## src/rtl/inst_fetch_unit_pkg.sv

```systemverilog
// -----------------------------------------------------------------------------
// inst_fetch_unit_pkg
// Shared definitions for the MIPS32 IF stage: default reset PC and NOP word,
// address/instruction bus widths, the 2-bit fetch-state encoding and a small
// alignment helper used by both the PC generator and the IF/ID capture logic.
// -----------------------------------------------------------------------------
package inst_fetch_unit_pkg;

   localparam int unsigned INST_ADDR_W = 32;
   localparam int unsigned INST_W      = 32;
   localparam int unsigned RAM_ADDR_W  = 20;

   localparam logic [INST_ADDR_W-1:0] RESET_PC_DEF = 32'h8000_0000;
   localparam logic [INST_W-1:0]      NOP_INST_DEF = 32'h0000_0000;

   // Fetch state: running, stalled with nothing pending, stalled with a
   // redirect target captured while stalled.
   typedef enum logic [1:0] {
      S_RUN   = 2'd0,
      S_STALL = 2'd1,
      S_PEND  = 2'd2
   } if_state_t;

   // A fetch address is misaligned when either of its two low bits is set.
   function automatic logic pc_misaligned(input logic [INST_ADDR_W-1:0] pc);
      return (pc[1:0] != 2'b00);
   endfunction

endpackage

```

## src/rtl/inst_fetch_unit_if_pc_gen.sv

```systemverilog
// -----------------------------------------------------------------------------
// if_pc_gen
// PC register, next-PC priority mux and the stall/pending-redirect FSM.
// Ports:
//   clk, rst           clock, synchronous active-high reset
//   stall_i            hold the PC this cycle
//   flush_i/flush_pc_i exception redirect, highest priority after rst
//   branch_valid_i     taken branch resolved in ID, target in branch_target_i
//   pc_o               current fetch PC (registered)
// -----------------------------------------------------------------------------
module if_pc_gen
   import inst_fetch_unit_pkg::*;
#(
   parameter logic [31:0] RESET_PC = RESET_PC_DEF
) (
   input  logic        clk,
   input  logic        rst,
   input  logic        stall_i,
   input  logic        flush_i,
   input  logic [31:0] flush_pc_i,
   input  logic        branch_valid_i,
   input  logic [31:0] branch_target_i,
   output logic [31:0] pc_o
);

   logic [31:0] pc_r;
   logic [31:0] pend_target_r;
   if_state_t   state_r;
   logic [31:0] next_pc_s;

   // Next fetch PC when the stage advances: a live branch beats a target
   // captured during a stall, which beats sequential fetch (wraps at 2^32).
   always_comb begin
      next_pc_s = pc_r + 32'd4;
      if (branch_valid_i) begin
         next_pc_s = branch_target_i;
      end else if (state_r == S_PEND) begin
         next_pc_s = pend_target_r;
      end else begin
         next_pc_s = pc_r + 32'd4;
      end
   end

   // PC register and fetch FSM: flush > stall > run.
   always_ff @(posedge clk) begin
      if (rst) begin
         pc_r          <= RESET_PC;
         pend_target_r <= 32'd0;
         state_r       <= S_RUN;
      end else if (flush_i) begin
         pc_r          <= flush_pc_i;
         pend_target_r <= 32'd0;
         state_r       <= S_RUN;
      end else if (stall_i) begin
         // The delay-slot word is still fetched from the held PC, so a branch
         // seen while stalled only becomes the PC after the stall releases.
         if (branch_valid_i) begin
            pend_target_r <= branch_target_i;
            state_r       <= S_PEND;
         end else begin
            case (state_r)
               S_PEND:  state_r <= S_PEND;
               S_RUN:   state_r <= S_STALL;
               S_STALL: state_r <= S_STALL;
               default: state_r <= S_STALL;
            endcase
         end
      end else begin
         pc_r          <= next_pc_s;
         pend_target_r <= 32'd0;
         state_r       <= S_RUN;
      end
   end

   assign pc_o = pc_r;

endmodule

```

## src/rtl/inst_fetch_unit.sv

```systemverilog
// -----------------------------------------------------------------------------
// inst_fetch_unit
// IF stage of the MIPS32 pipeline. Owns the PC (via if_pc_gen), drives the
// SRAM word address and captures {pc, inst, valid, adel} into the IF/ID
// register. SRAM data returns in the same cycle as the address, so an
// instruction appears on inst_o one clock after its PC.
// Ports:
//   clk, rst                         clock, synchronous active-high reset
//   stall_i                          hold PC and IF/ID outputs
//   flush_i, flush_pc_i              exception/eret redirect
//   branch_valid_i, branch_target_i  taken branch from ID
//   ram_addr_o                       SRAM word address (pc[21:2])
//   ram_data_i                       instruction word from SRAM
//   pc_o, inst_o, inst_valid_o, adel_o  IF/ID register outputs
// -----------------------------------------------------------------------------
module inst_fetch_unit
   import inst_fetch_unit_pkg::*;
#(
   parameter logic [31:0] RESET_PC = RESET_PC_DEF,
   parameter logic [31:0] NOP_INST = NOP_INST_DEF
) (
   input  logic        clk,
   input  logic        rst,
   input  logic        stall_i,
   input  logic        flush_i,
   input  logic [31:0] flush_pc_i,
   input  logic        branch_valid_i,
   input  logic [31:0] branch_target_i,
   output logic [19:0] ram_addr_o,
   input  logic [31:0] ram_data_i,
   output logic [31:0] pc_o,
   output logic [31:0] inst_o,
   output logic        inst_valid_o,
   output logic        adel_o
);

   logic [31:0] pc_s;
   logic        misaligned_s;
   logic [31:0] pc_out_r;
   logic [31:0] inst_r;
   logic        inst_valid_r;
   logic        adel_r;

   if_pc_gen #(
      .RESET_PC (RESET_PC)
   ) u_pc_gen (
      .clk             (clk),
      .rst             (rst),
      .stall_i         (stall_i),
      .flush_i         (flush_i),
      .flush_pc_i      (flush_pc_i),
      .branch_valid_i  (branch_valid_i),
      .branch_target_i (branch_target_i),
      .pc_o            (pc_s)
   );

   // Address is driven even when misaligned; the returned word is discarded.
   assign ram_addr_o   = pc_s[21:2];
   assign misaligned_s = pc_misaligned(pc_s);

   // IF/ID capture register: flush injects a bubble, stall holds, run samples.
   always_ff @(posedge clk) begin
      if (rst) begin
         pc_out_r     <= 32'd0;
         inst_r       <= NOP_INST;
         inst_valid_r <= 1'b0;
         adel_r       <= 1'b0;
      end else if (flush_i) begin
         inst_r       <= NOP_INST;
         inst_valid_r <= 1'b0;
         adel_r       <= 1'b0;
      end else if (stall_i) begin
         pc_out_r     <= pc_out_r;
         inst_r       <= inst_r;
         inst_valid_r <= inst_valid_r;
         adel_r       <= adel_r;
      end else begin
         // A faulting fetch is still delivered as valid so ID can raise AdEL.
         pc_out_r     <= pc_s;
         inst_r       <= misaligned_s ? NOP_INST : ram_data_i;
         inst_valid_r <= 1'b1;
         adel_r       <= misaligned_s;
      end
   end

   assign pc_o         = pc_out_r;
   assign inst_o       = inst_r;
   assign inst_valid_o = inst_valid_r;
   assign adel_o       = adel_r;

endmodule

```

## config.mk

```make
export PLATFORM = sky130hd
export DESIGN_NAME = inst_fetch_unit
export DESIGN_NICKNAME = d
export VERILOG_FILES = /design/src/rtl/inst_fetch_unit_pkg.sv /design/src/rtl/inst_fetch_unit_if_pc_gen.sv /design/src/rtl/inst_fetch_unit.sv
export SDC_FILE = /design/constraint.sdc
export NUM_CORES = 1
export LEC_CHECK = 0
export ABC_CLOCK_PERIOD_IN_PS = 3000
export CORE_AREA = 10 10 154 156
export DETAILED_ROUTE_END_ITERATION = 7
export DIE_AREA = 0 0 164 166
export HOLD_SLACK_MARGIN = 0.08
export PLACE_DENSITY = 0.55
export SLEW_MARGIN = 20
export SYNTH_ARGS = -nofsm -noshare
export SYNTH_HDL_FRONTEND = slang
export SYNTH_SLANG_ARGS = --single-unit
```

## constraint.sdc

```tcl
create_clock -name clk -period 3 [get_ports clk]
set_clock_uncertainty 0.1 [all_clocks]
set_input_delay 0.3 -clock clk [delete_from_list [all_inputs] [get_ports clk]]
set_output_delay 0.3 -clock clk [all_outputs]
set_load 0.05 [all_outputs]
```

==> impl_metrics.toml <==
[finish]
antennaDiodeCount = 0
fin_cells = 1160
layout-area-overhead-vs-synth_pct = 41.2
fin_nets = 977
drive_above_1_share_pct = 8.02

[power]
p_switching_mw = 1.29
p_leak_nw = 3.18
p_comb_share_pct = 16.6
pwr-share-clk_pct = 42.4
internal_power_mw = 3.38
ir_worst_vdd_mv = 0.324
total_power_mw = 4.67
seq_power_share_pct = 40.9
p_sw_share_pct = 27.7
pwr_density_cell_nw_per_um2 = 542

[critical_path]
cp_slowest_stage_delay_ps = 890
crit_type = "reg -> out"
cp_slowest_cell = "clkdlybuf4s50_1"
path_cells = "clkdlybuf4s50_1"
r2r_start = "u_pc_gen.pc_o[10]$_SDFFE_PP0P_"
reg2reg_slack_ps = 760
r2r_cells = 5
reg2reg_to = "u_pc_gen.pc_o[27]$_SDFFE_PP0P_"
critPathTopFamily = "buffers and inverters"
critPathCaptureType = "primary output"
startpoint_type = "flop"
cp.arrival_ps = 1870
path_max_fanout = 7
worst-path-buf-inv = 1
critPathRequiredTime_ps = 2600

[status]
status = "finished clean"

[cts]
htreeDepth = 4
cts_resized = 0
cts_sinks = 132
cts_inserted_buffers = 17
cts.clk_slew.worst_paths_ps = 50
root_buffer = "clkbuf_16"
holdBufCountCts = 0
clock_latency_ps = 420
cts_setup_buffers = 0
cts_tree = "done"
cts_buffer_depth = 2

[placed_design]
io_buffers = 186
hpwl_mm = 16.9
placed_cells = 1131
place_congestion = 0.845

[synth]
ys_types = 58
syn_avg_cell_area_um2 = 8.42
syn_nets = 827
async_reset_ff_share_pct = 0
synth-edff-count = 0
synth_top_cell_area_share_pct = 43.3
yosysWarnings = 0
syn_area_um2 = 6100
synth_seq_cells = 132
yosysTopAreaCell = "dfxtp_1"
synth_area_leaders = "dfxtp_1 43%, nand2_1 8.0%, a21oi_1 6.6%"
yosysMostFrequentCell = "dfxtp_1"
synthCells = 725
ys_top_cells_by_count = "132 x dfxtp_1, 130 x nand2_1, 80 x a21oi_1"
synth_ff_type = "dfxtp_1"
seq_area_frac_synth_pct = 43.3

[sta]
grt_setup_unrepaired = "no"
finalHoldViolCount = 0
slew_viol_final = 0
maxSlewHeadroom_pct = 42.8
fin_crit_ps = 2270
max_slew.worst_pin.slew_ps = 855
fin_setup_tns_ps = 0
post-route-period-util_pct = 75.6
max_freq_mhz = 441
setup_viol = 0

[global_route]
grt_overflow = 0
grt_usage_pct = 16.4
grt_first_pass_wirelength_mm = 34.8
antenna_found_initial = 0
grt_pass1_vias = 5664
grt_start_max_net_pins = 58

[detailed_routing]
wl_mm = 22.5
routed_via_density = 5.00
final_antenna_net_count = 0
via_count = 5802
dr.pass1.iters = 5
drc = 0
dr.first_iter.drc_count = 431
wire_per_inst_um = 19.4

[floorplan]
dieArea_um2 = 27200
die_h_um = 166
ioPinCount = 187
rows = 53
dieWidth_um = 164
initial_core_util_pct = 29.5
core-area_um2 = 20700

[job]
max_cap_violations = 0

[hold_path]
worstHoldStart = "rst"
whs_endpoint = "u_pc_gen.pc_o[7]$_SDFFE_PP0P_"
hold_depth = 2
hold_class = "in -> reg"
sequential cells by signal, summed over array words and instances (netlist names):
name / cells
inst_valid_o: 1
u_pc_gen.pc_o: 32
adel_o: 1
u_pc_gen.state_r: 2
pc_o: 32
inst_o: 32
u_pc_gen.pend_target_r: 32
per-stage QoR:
stage | hold slack [ps] | instance area [um2] | setup slack, ps | utilization (%)
2_1_floorplan | 309 | 6100 | 1090 | -
3_3_place_gp | 343 | 8060 | 860 | 39.0
3_5_place_dp | 347 | 8060 | 809 | 39.0
4_1_cts | 146 | 8620 | 702 | 41.6
5_1_grt | 151 | 8620 | 441 | 41.6
6_report | 144 | 8620 | 731 | 41.6
power by group through the flow:
stage / logic [mW] / registers (mW) / clock network, mW
floorplan: 0.375 / 2.02 / 0
detailed placement: 0.777 / 1.95 / 0
finish: 0.776 / 1.91 / 1.98
global route: 0.828 / 1.92 / 2.09
global placement: 0.778 / 1.94 / 0
CTS: 0.779 / 1.91 / 2.02
cell type report:
class,count,area [um2]
sequential,132,2640
multi-input combinational,504,3040
fill,2117,12100
inverter,15,56.3
tap,275,344
clock inverter,4,47.5
clock buffer,25,505
timing repair buffer,205,1980
logic make-up after synthesis:
group	Yosys count	synth area share, %
and+or+nand+nor	257	20.2
AOI/OAI and AO/OA	199	21.8
DFF	132	43.3
buffers and inverters	89	7.20
muxes	29	4.76
xor gates and xnor gates	18	2.58
adders and majority gates	1	0.205
layout by cell type, fill, tap and decap left out, drive strengths merged, types with 13 or more instances in the layout:
cell type	n
clkbuf	25
nor2	56
inv	14
nor3	16
o21ai	25
a22o	32
dfxtp	132
nand3	13
nand2	130
a21oi	80
clkdlybuf4s50	182
mux2i	29
buf	23
worst max-delay path by stage:
stage | start | endpoint | slack, ps | depth (start not counted)
2_1_floorplan | u_pc_gen.pc_o[2]$_SDFFE_PP0P_ | u_pc_gen.pc_o[16]$_SDFFE_PP0P_ | 1090 | 6
5_1_grt | u_pc_gen.pc_o[10]$_SDFFE_PP0P_ | u_pc_gen.pc_o[27]$_SDFFE_PP0P_ | 440 | 5
6_report | u_pc_gen.pc_o[4]$_SDFFE_PP0P_ | ram_addr_o[2] | 730 | 1
3_3_place_gp | u_pc_gen.pc_o[2]$_SDFFE_PP0P_ | u_pc_gen.pc_o[16]$_SDFFE_PP0P_ | 860 | 6
3_5_place_dp | u_pc_gen.pc_o[2]$_SDFFE_PP0P_ | u_pc_gen.pc_o[16]$_SDFFE_PP0P_ | 810 | 6
4_1_cts | u_pc_gen.pc_o[4]$_SDFFE_PP0P_ | ram_addr_o[2] | 700 | 1
metal layers:
| layer | wire length, um | track usage, % | vias up |
|---|---|---|---|
| met5 | 0 | 0 | - |
| met4 | 384 | 4.90 | 0 |
| met3 | 1320 | 3.77 | 27 |
| met2 | 10300 | 25.3 | 169 |
| met1 | 10500 | 22.3 | 2754 |
| li1 | - | - | 2852 |
(Power assumes the default switching activity.)
